==> src/rtl/seven_seg_scan.sv <==
// Time-multiplexing scanner feeding a seven-segment decoder: walks N_DIG slots,
// double-buffers display data and commits staged updates only at frame wraps.
module seven_seg_scan #(
    parameter int TICK_DIV  = 100000,
    parameter int BLANK_CYC = 1000,
    parameter int N_DIG     = 8
) (
    input  logic        clk,
    input  logic        rst_n,
    input  logic        load,
    input  logic [31:0] data_in,
    input  logic [7:0]  dp_in_mask,
    input  logic [7:0]  en_mask,
    output logic [3:0]  digit,
    output logic [7:0]  an_sel,
    output logic        dp_out,
    output logic        load_pending,
    output logic        frame_start
);

    localparam int              CNT_W     = (TICK_DIV > 1) ? $clog2(TICK_DIV) : 1;
    localparam logic [CNT_W-1:0] CNT_MAX   = CNT_W'(TICK_DIV - 1);
    localparam logic [CNT_W-1:0] BLANK_LIM = CNT_W'(BLANK_CYC);
    localparam logic [2:0]       IDX_MAX   = 3'(N_DIG - 1);
    localparam logic [7:0]       DIG_MASK  = 8'((16'd1 << N_DIG) - 16'd1);

    logic [CNT_W-1:0] cnt_q, cnt_d;
    logic [2:0]       idx_q, idx_d;
    logic [31:0]      stg_data_q, stg_data_d, shd_data_q, shd_data_d;
    logic [7:0]       stg_dp_q, stg_dp_d, shd_dp_q, shd_dp_d;
    logic [7:0]       stg_en_q, stg_en_d, shd_en_q, shd_en_d;
    logic             pending_q, pending_d;
    logic             wrapped_q, wrapped_d;
    logic [3:0]       digit_q, digit_d;
    logic [7:0]       an_sel_q, an_sel_d;
    logic             dp_q, dp_d;
    logic             fs_q, fs_d;

    logic slot_end_s;
    logic frame_wrap_s;
    logic en_bit_s;

    // Next-state: prescaler/slot walk, staging capture and frame-boundary commit
    always_comb begin
        slot_end_s   = (cnt_q == CNT_MAX);
        frame_wrap_s = slot_end_s && (idx_q == IDX_MAX);
        cnt_d        = slot_end_s ? '0 : cnt_q + CNT_W'(1);
        idx_d        = idx_q;
        wrapped_d    = frame_wrap_s;
        stg_data_d   = stg_data_q;
        stg_dp_d     = stg_dp_q;
        stg_en_d     = stg_en_q;
        shd_data_d   = shd_data_q;
        shd_dp_d     = shd_dp_q;
        shd_en_d     = shd_en_q;
        pending_d    = pending_q;

        if (frame_wrap_s) begin
            idx_d = 3'd0;
        end else if (slot_end_s) begin
            idx_d = idx_q + 3'd1;
        end else begin
            idx_d = idx_q;
        end

        if (load) begin
            stg_data_d = data_in;
            stg_dp_d   = dp_in_mask;
            stg_en_d   = en_mask;
        end else begin
            stg_data_d = stg_data_q;
        end

        // A load landing on the wrap edge bypasses staging so it shows immediately
        if (frame_wrap_s && load) begin
            shd_data_d = data_in;
            shd_dp_d   = dp_in_mask;
            shd_en_d   = en_mask;
            pending_d  = 1'b0;
        end else if (frame_wrap_s && pending_q) begin
            shd_data_d = stg_data_q;
            shd_dp_d   = stg_dp_q;
            shd_en_d   = stg_en_q;
            pending_d  = 1'b0;
        end else if (load) begin
            pending_d  = 1'b1;
        end else begin
            pending_d  = pending_q;
        end
    end

    // Output decode from the current slot; registered one cycle later
    always_comb begin
        en_bit_s = shd_en_q[idx_q];
        digit_d  = shd_data_q[{idx_q, 2'b00} +: 4];
        dp_d     = shd_dp_q[idx_q] & en_bit_s;
        fs_d     = wrapped_q;
        if ((cnt_q < BLANK_LIM) || !en_bit_s) begin
            an_sel_d = 8'h00;
        end else begin
            an_sel_d = (8'h01 << idx_q) & DIG_MASK;
        end
    end

    // State and output registers with synchronous active-low reset
    always_ff @(posedge clk) begin
        if (!rst_n) begin
            cnt_q      <= '0;
            idx_q      <= 3'd0;
            stg_data_q <= 32'h0000_0000;
            stg_dp_q   <= 8'h00;
            stg_en_q   <= 8'h00;
            shd_data_q <= 32'h0000_0000;
            shd_dp_q   <= 8'h00;
            shd_en_q   <= 8'h00;
            pending_q  <= 1'b0;
            wrapped_q  <= 1'b0;
            digit_q    <= 4'h0;
            an_sel_q   <= 8'h00;
            dp_q       <= 1'b0;
            fs_q       <= 1'b0;
        end else begin
            cnt_q      <= cnt_d;
            idx_q      <= idx_d;
            stg_data_q <= stg_data_d;
            stg_dp_q   <= stg_dp_d;
            stg_en_q   <= stg_en_d;
            shd_data_q <= shd_data_d;
            shd_dp_q   <= shd_dp_d;
            shd_en_q   <= shd_en_d;
            pending_q  <= pending_d;
            wrapped_q  <= wrapped_d;
            digit_q    <= digit_d;
            an_sel_q   <= an_sel_d;
            dp_q       <= dp_d;
            fs_q       <= fs_d;
        end
    end

    assign digit        = digit_q;
    assign an_sel       = an_sel_q;
    assign dp_out       = dp_q;
    assign frame_start  = fs_q;
    assign load_pending = pending_q;

endmodule
==> config.mk <==
export PLATFORM = sky130hd
export DESIGN_NAME = seven_seg_scan
export DESIGN_NICKNAME = d
export VERILOG_FILES = /design/src/rtl/seven_seg_scan.sv
export SDC_FILE = /design/constraint.sdc
export NUM_CORES = 1
export LEC_CHECK = 0
export CAP_MARGIN = 10
export CORE_AREA = 2 2 83 145
export CTS_BUF_LIST = sky130_fd_sc_hd__clkbuf_16
export DETAILED_ROUTE_END_ITERATION = 6
export DIE_AREA = 0 0 85 147
export GPL_TIMING_DRIVEN = 0
export PLACE_DENSITY = 0.74
export SYNTH_ARGS = -nofsm -noshare
export SYNTH_HDL_FRONTEND = slang
export SYNTH_SLANG_ARGS = --single-unit
==> constraint.sdc <==
create_clock -name clk -period 2.5 [get_ports clk]
set_input_delay 0.25 -clock clk [delete_from_list [all_inputs] [get_ports clk]]
set_output_delay 0.25 -clock clk [all_outputs]
set_load 0.02 [all_outputs]
# ---- Word level (Yosys, flattened, before mapping)
# Cells that the tools add are included.
dict set report word_totals {
  out_inout_bits 15
  reg_bits 132
  in_bits 51
  word_cells 44
}
dict set report op_classes {
  n_eq_ne 2
  muxes 10
  n_addsub 2
  n_reduce_logical 10
  order_cmp 2
  bitwise_logic 2
  shifts 2
}
# cell count
set op_table {}
lappend op_table {{$mux W32} 2}
lappend op_table {{$mux W8} 4}
lappend op_table {{$shiftx A32 B6 Y4} 1}
lappend op_table {{$add A17 B1 Y17 const B} 1}
lappend op_table {{$eq A17 B17 Y1 const B} 1}
lappend op_table {{$lt A17 B10 Y1 const B} 1}
lappend op_table {{$shl A1 B3 Y8 const A} 1}
lappend op_table {{$bmux W1 S3} 2}
lappend op_table {{$reduce_or A2 Y1} 3}
lappend op_table {{$lt A3 B4 Y1 const B} 1}
lappend op_table {{$add A3 B1 Y3 const B} 1}
lappend op_table {{$eq A3 B3 Y1 const B} 1}
lappend op_table {{$logic_and A1 B1 Y1} 3}
lappend op_table {{$reduce_or A3 Y1} 1}
lappend op_table {{$mux W1} 2}
lappend op_table {{$reduce_bool A2 Y1} 1}
lappend op_table {{$and A1 B1 Y1} 1}
lappend op_table {{$logic_not A1 Y1} 1}
lappend op_table {{$logic_or A1 B1 Y1} 1}
lappend op_table {{$not A1 Y1} 1}

# ---- Longest topological paths before layout
# Gate-level depths: netlist (run 1).
dict set report depth {
  ltp_word 5
  ltp_mapped 8
  depth_no_buf 6
}

# ---- Least setup slack after synthesis (run 1)
# OpenSTA, ideal clock, no wires.
dict set report synth_timing {
  kind {register -> register}
  from {register cnt_q[14]}
  to {register shd_data_q[10]}
  slack_ns 0.162
  stages_incl_launch_ff 7
  required_ns 2.379
  t_arrival_ns 2.217
  setup_ns 0.121
  n_path_buf 2
  synth_period_minus_slack_ns 2.338
  path_cell_list {dfxtp_1 > or4_4 > or4_4 > buf_6 > nor2_2 > buf_4 > mux2_2}
}
dict set report synth_between {
  elab_chain_len 4
  elab_cells_between_ends 6
  classes_between {eq/ne: 1; mux: 1; reduce/logical: 4}
}
# element line_no
set synth_lines {}
lappend synth_lines {{from (decl)} 27} ;# logic [CNT_W-1:0] cnt_q, cnt_d;
lappend synth_lines {{from (signal assigned)} 123} ;# cnt_q <= cnt_d;
lappend synth_lines {{$eq A17 B17 Y1 *} 45} ;# slot_end_s = (cnt_q == CNT_MAX);
lappend synth_lines {{$logic_and A1 B1 Y1 *} 46} ;# frame_wrap_s = slot_end_s && (idx_q == IDX_MAX);
lappend synth_lines {{$logic_and A1 B1 Y1, on equally long branches} {75, 80}}
lappend synth_lines {{$mux W32 / $reduce_bool A2 Y1 (equally long branches)} --}
lappend synth_lines {{to (signal assigned)} 128} ;# shd_data_q <= shd_data_d;
lappend synth_lines {{to (decl)} 29} ;# logic [31:0] stg_data_q, stg_data_d, shd_data_q, shd_data_d;
# Every way passes the cells marked *; elsewhere a longest branch is shown, timed or not.
# A chain may end at the register's enable or synchronous reset.

# ---- Worst setup path after layout (run 1)
dict set report layout_timing {
  from {register idx_q[1]}
  to {register shd_data_q[8]}
}
dict set report layout_between {
  elab_chain_len 4
  elab_cells_between_ends 6
  classes_between {eq/ne: 1; mux: 1; reduce/logical: 4}
}
# element line_no
set layout_lines {}
lappend layout_lines {{from (decl)} 28} ;# logic [2:0] idx_q, idx_d;
lappend layout_lines {{from (signal assigned)} 124} ;# idx_q <= idx_d;
lappend layout_lines {{$eq A3 B3 Y1 *} 46}
lappend layout_lines {{$logic_and A1 B1 Y1 *} 46}
lappend layout_lines {{$logic_and A1 B1 Y1, on equally long branches} {75, 80}}
lappend layout_lines {{$mux W32 / $reduce_bool A2 Y1 (equally long branches)} --}
# Marked as above.

==> impl_metrics.env, run 1 <==
export IMPL_leakage_uw=0.00276
export IMPL_synthAdderAreaFrac_pct=1.35
export IMPL_drt_iter0_drc=196
export IMPL_grt_ovfl_total=0
export IMPL_htree_levels=4
export IMPL_globalplace_congestion=0.897
export IMPL_syn_avg_cell_area_sq_um=10.9
export IMPL_synth_top_family_by_area="multiplexers"
export IMPL_grtUsageMet3_pct=5.28
export IMPL_synth_simple_area_share_pct=18.3
export IMPL_synth_flop_cell="dfxtp_1"
export IMPL_cts_sinks=132
export IMPL_cpMaxStageDelayCell="or4_4"
export IMPL_period_share_pct=97.7
export IMPL_worst_pin_slew_ns=0.813
export IMPL_clock_root_buffer="clkbuf_16"
export IMPL_die_area_sq_um=12500
export IMPL_maxCapViolCount=0
export IMPL_synth_cell_types=39
export IMPL_syn_inst=511
export IMPL_io_buffers=63
export IMPL_ys_ff_latch=132
export IMPL_skew_ns=0.00476
export IMPL_num_vias=3998
export IMPL_async_flop_share_pct=0
export IMPL_cts_hold_buf=0
export IMPL_antenna_found_initial=0
export IMPL_pre_cts_slack_ns=-0.339
export IMPL_use_met1_pct=21.0
export IMPL_clk_pin_slew_ns=0.06
export IMPL_grt_pass1_vias=4168
export IMPL_layout_nets=653
export IMPL_wl_mm=12.3
export IMPL_cp_arrival_ns=2.74
export IMPL_relSlewSlack_pct=45.8
export IMPL_fin_ws_ns=0.0572
export IMPL_slowest_delay_ns=0.60
export IMPL_hp_class="in -> reg"
export IMPL_num_rows=52
export IMPL_status="completed"
export IMPL_finalHoldViolCount=0
export IMPL_grt_usage_pct=20.3
export IMPL_netlist_area_leader_share_pct=47.6
export IMPL_yosysWarnings=0
export IMPL_min_period_ns=2.44
export IMPL_synth_area_sq_um=5550
export IMPL_wl_per_cell_um=16.6
export IMPL_path_cells="ha_1, ha_2, nand2b_1, or4_4, nor2_4, buf_6, buf_8, mux2_2"
export IMPL_crit_fanout=7
export IMPL_post_dp_hpwl_mm=8.94
export IMPL_synth_largest_area_cell="dfxtp_1"
export IMPL_gr_usage_met2_pct=36.9
export IMPL_synthTopCellsByArea="dfxtp_1, mux2i_1, nor2b_1"
export IMPL_diodes=0
export IMPL_core_sq_um=11400
export IMPL_grt_max_degree=17
export IMPL_ir_drop_uv=565
export IMPL_postLayoutCoreUtil_pct=62.4
export IMPL_num_io_pins=66
export IMPL_fmax_mhz=409
export IMPL_vias_per_cell=5.37
export IMPL_drc=0
export IMPL_post_route_cells_drive_above_1_share_pct=16.7
export IMPL_worstSetupPathType="reg -> reg"
export IMPL_setup_viol=0
export IMPL_clockBufferDepth=2
export IMPL_crit_required_ns=2.79
export IMPL_syn_num_nets=568
export IMPL_cp_end_kind="flip-flop"
export IMPL_yosys_mux_area_fraction_pct=23.0
export IMPL_grt_pass1_wl_mm=19.8
export IMPL_ys_seq_area_share_pct=47.6
export IMPL_synth_xor_xnor_area_share_pct=2.05
export IMPL_final_max_slew_viol_count=0
export IMPL_syn2layout_area_growth_pct=28.0
export IMPL_startpoint_type="flip-flop"
export IMPL_synth_compound_area_share_pct=4.28
export IMPL_pwr_density_cell_nw_per_um2=734
export IMPL_die_h_um=147
export IMPL_cts_tree="built"
export IMPL_start_util_pct=48.7
export IMPL_drt_pre_antenna_iters=4
export IMPL_numCtsBuffers=17
export IMPL_drt_antenna_violating_nets=0
export IMPL_synth_edf_count=0
export IMPL_clock_latency_ns=0.41
export IMPL_die_x_um=85
export IMPL_grt_busiest_layer="met2"
[cell families after synthesis]
logic type,after synthesis
AND/OR/NAND/NOR,175
adder cells (fa/ha/maj),6
multiplexers,104
AO/OA/AOI/OAI,37
XOR/XNOR,13
flip-flops,132
buffers and inverters,44
[power by group]
| group | internal, uW | total [uW] | switching (uW) |
|---|---|---|---|
| clock | 1860 | 2760 | 906 |
| sequential | 2150 | 2180 | 24.5 |
| combinational | 148 | 275 | 127 |
| total | 4160 | 5220 | 1060 |
[cell type report]
class / count / area [sq um]
Clock buffer: 17 / 425
Buffer: 32 / 156
Tap cell: 135 / 169
Sequential cell: 132 / 2650
Timing Repair Buffer: 68 / 689
Inverter: 10 / 37.5
Multi-Input combinational cell: 335 / 2740
Fill cell: 878 / 4280
Clock inverter: 15 / 236
[per-layer routing]
metal	vias to the layer above	routed length, um
li1	1942	-
met1	1914	4610
met2	111	6750
met3	31	507
met4	0	466
met5	-	0
[worst paths after layout]
path	startpoint	end	slack (ns)	depth (start not counted)
worst max-delay path	idx_q[1]	shd_data_q[8]	0.06	8
worst min-delay path	rst_n	stg_data_q[3]	0.25	2
worst max register to register	idx_q[1]	shd_data_q[8]	0.06	8
worst min register to register	fs_d	frame_start	0.44	1
[worst max-delay path, delay by kind of cell (launching register included)]
family                     cells  cell delay (ns)
and+or+nand+nor                3             0.94
adders and majority gates      2             0.41
DFF                            1             0.39
muxes                          1             0.32
buffers and inverters          2             0.24
[through the flow]
step / power [uW] / hold slack, ns / area (sq um) / TNS (ns) / cells
detailed placement: 2500 / 0.432 / 6350 / -8.36 / 709
global placement: 2490 / 0.425 / 6350 / -7.34 / 709
global route: 5370 / 0.279 / 7110 / -0.0509 / 744
finish: 5220 / 0.250 / 7110 / 0 / 744
floorplan: 2360 / 0.412 / 5550 / 0 / 511
CTS: 5260 / 0.247 / 7030 / 0 / 740
[flip-flops by register name (all words and copies together), names as in the netlist]
register / cells
an_sel: 8
cnt_q: 17
digit: 4
dp_out: 1
frame_start: 1
fs_d: 1
idx_q: 3
load_pending: 1
shd_data_q: 32
shd_dp_q: 8
shd_en_q: 8
stg_data_q: 32
stg_dp_q: 8
stg_en_q: 8
[layout by cell type, fill, tap and decap left out, types with 3 or more instances in the layout]
| cell type | instances |
|---|---|
| clkinvlp_4 | 4 |
| nand4_1 | 9 |
| clkbuf_16 | 18 |
| inv_1 | 10 |
| and2_1 | 40 |
| clkdlybuf4s50_1 | 63 |
| xnor2_1 | 7 |
| mux2i_1 | 55 |
| o21ai_0 | 9 |
| a22oi_1 | 11 |
| nor4_1 | 4 |
| o211ai_1 | 6 |
| o22ai_1 | 6 |
| buf_4 | 3 |
| mux2_4 | 10 |
| clkbuf_1 | 22 |
| mux2_2 | 27 |
| or3_1 | 3 |
| nor3_1 | 5 |
| buf_6 | 4 |
| a21oi_1 | 3 |
| ha_1 | 4 |
| buf_1 | 4 |
| dfxtp_1 | 128 |
| xor2_1 | 6 |
| mux4_2 | 12 |
| nand2_1 | 14 |
| nand3_1 | 9 |
| bufinv_16 | 6 |
| nor2b_1 | 53 |
| nor2_1 | 24 |
[cells in the mapped netlist (4+ instances only)]
cell type and n:
nand2_1 14, mux2_4 10, mux2i_1 55, xnor2_1 7, clkbuf_1 25, mux2_2 27, xor2_1 6, o22ai_1 6
ha_1 6, nor4_1 4, a22oi_1 11, inv_1 10, dfxtp_1 132, nor2_1 24, nor3_1 5, nand3_1 9
and2_1 40, buf_1 4, nor2b_1 53, mux4_2 12, nand4_1 9, o21ai_0 9, o211ai_1 6
[what timing repair did]
item / 4_1_cts / 5_1_grt
pin swaps: 0 / 3
buffers inserted: 0 / 4
setup endpoints to repair: 44 / 35
cloned: 0 / 1
resized for setup: 6 / 14
(Power assumes the default switching activity.)
==> inputs of run 2 (changes only) <==
Settings changed: CORE_AREA 2 2 83 145 to 5 5 86 148, DIE_AREA 0 0 85 147 to 0 0 91 153, HOLD_SLACK_MARGIN set to 0.15.
==> run 2 against run 1 <==
  * First-iteration DRC count down 30%
  * Final cell count fell by 0.40%
  * Count of clock-buffer cells in the layout stayed put
  * Combinational power is essentially flat
  * Hold slack got worse by 0.020 ns
  * Sequential power about the same
  * Via count decreased by 0.88%
  * Wire length decreased by 0.38%
  * Critical path depth decreased by 2
  * Critical endpoint is now shd_data_q[17]
  * Highest routed layer unchanged
==> impl_metrics.env, run 2 (synthesis gave the netlist of run 1 again) <==
export IMPL_diodes=0
export IMPL_post_dp_cell_area_sq_um=6350
export IMPL_worst_pin_slew_ns=0.817
export IMPL_clock_latency_ns=0.41
export IMPL_cts_sinks=132
export IMPL_num_vias=3963
export IMPL_antenna_found_initial=0
export IMPL_use_met1_pct=18.5
export IMPL_grt_ovfl_total=0
export IMPL_clk_pin_slew_ns=0.06
export IMPL_setup_viol=0
export IMPL_crit_required_ns=2.79
export IMPL_skew_ns=0.00783
export IMPL_die_area_sq_um=13900
export IMPL_maxCapViolCount=0
export IMPL_holdPathStages=2
export IMPL_clockBufferDepth=2
export IMPL_crit_start="cnt_q[14]"
export IMPL_relSlewSlack_pct=45.5
export IMPL_num_io_pins=66
export IMPL_num_rows=52
export IMPL_r2r_start="cnt_q[14]"
export IMPL_drt_pre_antenna_iters=4
export IMPL_wl_per_cell_um=16.6
export IMPL_post_dp_hpwl_mm=9.06
export IMPL_pre_cts_slack_ns=-0.288
export IMPL_grt_busiest_layer="met2"
export IMPL_whs_endpoint="stg_data_q[3]"
export IMPL_reg2reg_setup_slack_ns=0.02
export IMPL_rsz0062_at_grt="true"
export IMPL_post_route_cells_drive_above_1_share_pct=15.3
export IMPL_cp_end_kind="flip-flop"
export IMPL_fillCellCount=910
export IMPL_reg_largest_list="shd_data_q: 32 flops, stg_data_q: 32 flops, cnt_q: 17 flops"
export IMPL_layout_common_cells="dfxtp_1, clkdlybuf4s50_1, mux2i_1, nor2b_1, and2_1"
export IMPL_clock_root_buffer="clkbuf_16"
export IMPL_cts_hold_buf=0
export IMPL_drt_antenna_violating_nets=0
export IMPL_min_from="rst_n"
export IMPL_min_period_ns=2.48
export IMPL_startpoint_type="flip-flop"
export IMPL_grtUsageMet3_pct=3.94
export IMPL_r2r_end="shd_data_q[17]"
export IMPL_cp_arrival_ns=2.77
export IMPL_core_sq_um=11400
export IMPL_die_h_um=153
export IMPL_cts_tree="built"
export IMPL_htree_levels=4
export IMPL_fin_area_sq_um=6930
export IMPL_drt_iter0_drc=138
export IMPL_vias_per_cell=5.35
export IMPL_wl_mm=12.3
export IMPL_numCtsBuffers=17
export IMPL_gr_usage_met2_pct=32.0
export IMPL_status="completed"
export IMPL_pwr_density_cell_nw_per_um2=665
export IMPL_grt_usage_pct=17.6
export IMPL_mostFrequentLayoutCell="dfxtp_1"
export IMPL_drc=0
export IMPL_worstSetupPathType="reg -> reg"
export IMPL_die_x_um=91
export IMPL_period_share_pct=99.2
export IMPL_grt_max_degree=17
export IMPL_crit_fanout=10
export IMPL_syn2layout_area_growth_pct=24.8
export IMPL_fin_ws_ns=0.0211
export IMPL_final_max_slew_viol_count=0
export IMPL_ir_drop_uv=553
export IMPL_start_util_pct=48.7
export IMPL_reg2regPathDepth=6
export IMPL_grt_pass1_vias=4139
export IMPL_layout_nets=653
export IMPL_leakage_uw=0.00272
export IMPL_hp_class="in -> reg"
export IMPL_fmax_mhz=403
export IMPL_io_buffers=63
export IMPL_finalHoldViolCount=0
export IMPL_grt_pass1_wl_mm=19.7
export IMPL_globalplace_congestion=0.825
run 2: cell types whose count changed in the layout (fill, tap and decap cells not counted), sizes merged:
cell,change
buf,+1
inv,+5
clkinvlp,-3
clkbuf,-1
bufinv,-5
run 2: area by class of cell:
class                      instances  area, sq um  area share [%]
timing repair buffer              67          664            9.59
clock buffer                      17          425            6.14
clock inverter                    12         80.1            1.16
tap                              135          169            2.44
inverter                          10         37.5           0.542
multi-input combinational        335         2740            39.5
buffer                            33          168            2.42
sequential                       132         2650            38.2
run 2: critical path, stage by stage, from the launching register on:
cell and delay, ns:
dfxtp_2 0.34, or4_4 0.56, or4_4 0.55, buf_6 0.15
nor2_4 0.22, buf_8 0.18, mux2_2 0.34
run 2: per-stage QoR:
stage	utilization (%)	total power [uW]	TNS (ns)	std cells	hold slack, ns
6_report	60.8	4600	0	741	0.230
3_5_place_dp	55.8	2500	-8.30	709	0.431
4_1_cts	60.3	4630	0	737	0.247
5_1_grt	60.8	4760	-0.715	741	0.268
3_3_place_gp	55.8	2490	-6.94	709	0.423
2_1_floorplan	-	2360	0	511	0.412
run 2: worst max path at each step:
stage	end	slack, ns	depth (start not counted)
2_1_floorplan	shd_data_q[10]	0.16	6
3_3_place_gp	cnt_q[7]	-0.23	8
3_5_place_dp	cnt_q[13]	-0.29	8
4_1_cts	shd_data_q[9]	0.007	6
5_1_grt	shd_data_q[26]	-0.05	7
6_report	shd_data_q[17]	0.02	6
run 2: what timing repair did:
item	4_1_cts	5_1_grt
endpoints found under the hold margin	0	0
gates cloned	0	1
buffers inserted	0	3
gates resized for setup	3	15
setup endpoints to repair	47	53
run 2: routing by layer:
metal | share of wire [%] | vias to the layer above
li1 | - | 1949
met5 | 0 | -
met4 | 3.7 | 0
met1 | 38 | 1895
met3 | 4.0 | 30
met2 | 54 | 89
run 2: where the power goes:
| part | total [uW] | switching (uW) | internal [uW] |
|---|---|---|---|
| clock network | 2150 | 834 | 1310 |
| registers | 2180 | 25.1 | 2160 |
| logic | 273 | 126 | 148 |
| total | 4600 | 985 | 3620 |
==> inputs of run 3 (changes only) <==
Settings changed: CAP_MARGIN 10 to not set, CORE_AREA 5 5 86 148 to 2 2 109 111, DIE_AREA 0 0 91 153 to 0 0 111 113.
==> run 3 against run 2 <==
  * First-iteration DRC count up 59%
  * Hold slack better by 0.0040 ns
  * Sequential share of layout area down 0.30 points
==> impl_metrics.env, run 3 (synthesis gave the netlist of run 1 again) <==
export IMPL_grt_max_degree=17
export IMPL_clkPwrFrac_pct=47.9
export IMPL_tns_ns=0
export IMPL_grt_pass1_vias=3985
export IMPL_worst_hold_slack_ns=0.234
export IMPL_pre_cts_slack_ns=-0.237
export IMPL_fillCellCount=930
export IMPL_power_frac_comb_pct=5.7
export IMPL_wl_mm=11.7
export IMPL_core_sq_um=11300
export IMPL_setup_viol=0
export IMPL_wl_per_cell_um=15.6
export IMPL_leakage_uw=0.00270
export IMPL_clockBufferDepth=2
export IMPL_start_util_pct=49.2
export IMPL_numCtsBuffers=17
export IMPL_globalplace_congestion=0.842
export IMPL_die_x_um=111
export IMPL_p_sw_share_pct=22.4
export IMPL_clock_latency_ns=0.42
export IMPL_drt_pre_antenna_iters=5
export IMPL_crit_fanout=7
export IMPL_cts_sinks=132
export IMPL_cp_arrival_ns=2.71
export IMPL_grt_pass1_wl_mm=19.4
export IMPL_startpoint_type="flip-flop"
export IMPL_die_area_sq_um=12500
export IMPL_layout_nets=652
export IMPL_grt_ovfl_total=0
export IMPL_status="completed"
export IMPL_layout_common_cells="dfxtp_1, clkdlybuf4s50_1, mux2i_1, nor2b_1, and2_1"
export IMPL_drt_iter0_drc=219
export IMPL_post_dp_hpwl_mm=8.45
export IMPL_clk_pin_slew_ns=0.06
export IMPL_net_switching_power_uw=1050
export IMPL_grt_usage_pct=19.5
export IMPL_finalHoldViolCount=0
export IMPL_vias_per_cell=5.25
export IMPL_num_rows=39
export IMPL_pwr_density_cell_nw_per_um2=672
export IMPL_worstSetupPathType="reg -> reg"
export IMPL_worst_pin_slew_ns=0.850
export IMPL_clock_root_buffer="clkbuf_16"
export IMPL_die_h_um=113
export IMPL_skew_ns=0.00777
export IMPL_ir_drop_uv=347
export IMPL_crit_required_ns=2.80
export IMPL_drc=0
export IMPL_drt_antenna_violating_nets=0
export IMPL_num_io_pins=66
export IMPL_syn2layout_area_growth_pct=26.1
export IMPL_htree_levels=4
export IMPL_fmax_mhz=416
export IMPL_power_frac_seq_pct=46.3
export IMPL_mostFrequentLayoutCell="dfxtp_1"
export IMPL_final_max_slew_viol_count=0
export IMPL_cp_end_kind="flip-flop"
export IMPL_num_vias=3944
export IMPL_maxCapViolCount=0
export IMPL_hp_class="in -> reg"
export IMPL_cts_tree="built"
export IMPL_min_period_ns=2.40
export IMPL_antenna_found_initial=0
export IMPL_relSlewSlack_pct=43.3
export IMPL_io_buffers=63
export IMPL_reg_largest_list="shd_data_q: 32 flops, stg_data_q: 32 flops, cnt_q: 17 flops"
export IMPL_post_route_cells_drive_above_1_share_pct=16.6
export IMPL_period_share_pct=96.2
export IMPL_diodes=0
export IMPL_p_int_uw=3650
export IMPL_postLayoutCoreUtil_pct=62.1
export IMPL_fin_ws_ns=0.0951
-- run 3: cell count changes in the layout (fill, tap and decap cells not counted), moves of 2 or more --
cell / delta
clkinv_4: +2
dfxtp_2: -2
ha_1: -2
clkinvlp_4: +4
dfxtp_4: +2
ha_2: +2
buf_6: -3
inv_1: -5
-- run 3: power by group through the flow --
stage / registers [uW] / logic, uW / clock network [uW]
final: 2180 / 270 / 2250
after detailed placement: 2220 / 269 / 0
after global routing: 2180 / 297 / 2380
after global placement: 2220 / 262 / 0
after floorplan: 2220 / 143 / 0
after CTS: 2180 / 271 / 2270
-- run 3: area by class of cell --
| type | count | area (sq um) | area share, % |
|---|---|---|---|
| buffer | 32 | 153 | 2.18 |
| clock buffer | 17 | 425 | 6.08 |
| clock inverter | 15 | 118 | 1.68 |
| inverter | 10 | 37.5 | 0.536 |
| multi-input combinational | 335 | 2740 | 39.2 |
| sequential | 132 | 2650 | 37.9 |
| tap | 143 | 179 | 2.56 |
| timing repair buffer | 67 | 691 | 9.87 |
-- run 3: per-layer routing --
layer  global-route usage [%]  part of all wire [%]  wire, um  up-vias
met5                        0                     0         0        -
met4                     7.08                   1.3       155        0
met3                     6.05                   5.1       594       14
met2                     31.9                    48      5620      100
met1                     24.6                    46      5360     1873
li1                         -                     -         -     1957
-- run 3: worst paths after layout --
| path | startpoint | to | slack [ns] | cells past startpoint |
|---|---|---|---|---|
| hold reg to reg | fs_d | frame_start | 0.46 | 1 |
| setup reg to reg | idx_q[1] | shd_data_q[19] | 0.1 | 8 |
| hold / removal | rst_n | stg_data_q[4] | 0.23 | 2 |
| setup / recovery | idx_q[1] | shd_data_q[19] | 0.1 | 8 |
-- run 3: repair_timing --
action,CTS,global route
cloned,0,1
buffers inserted,0,3
setup endpoints to repair,44,55
pin swaps,0,3
hold buffers,0,0
gates resized for setup,5,13
-- run 3: critical path, stage by stage (launching register included) --
cell,delay (ns)
dfxtp_4,0.39
ha_2,0.21
ha_2,0.21
nand2b_1,0.07
or4_4,0.60
nor2_4,0.21
buf_12,0.14
clkbuf_16,0.13
mux2_2,0.32
-- run 3: through the flow --
step | power (uW) | area, sq um | cells
global route | 4860 | 7000 | 751
detailed placement | 2490 | 6360 | 717
floorplan | 2360 | 5550 | 511
CTS | 4720 | 6910 | 748
finish | 4700 | 7000 | 751
global placement | 2480 | 6360 | 717
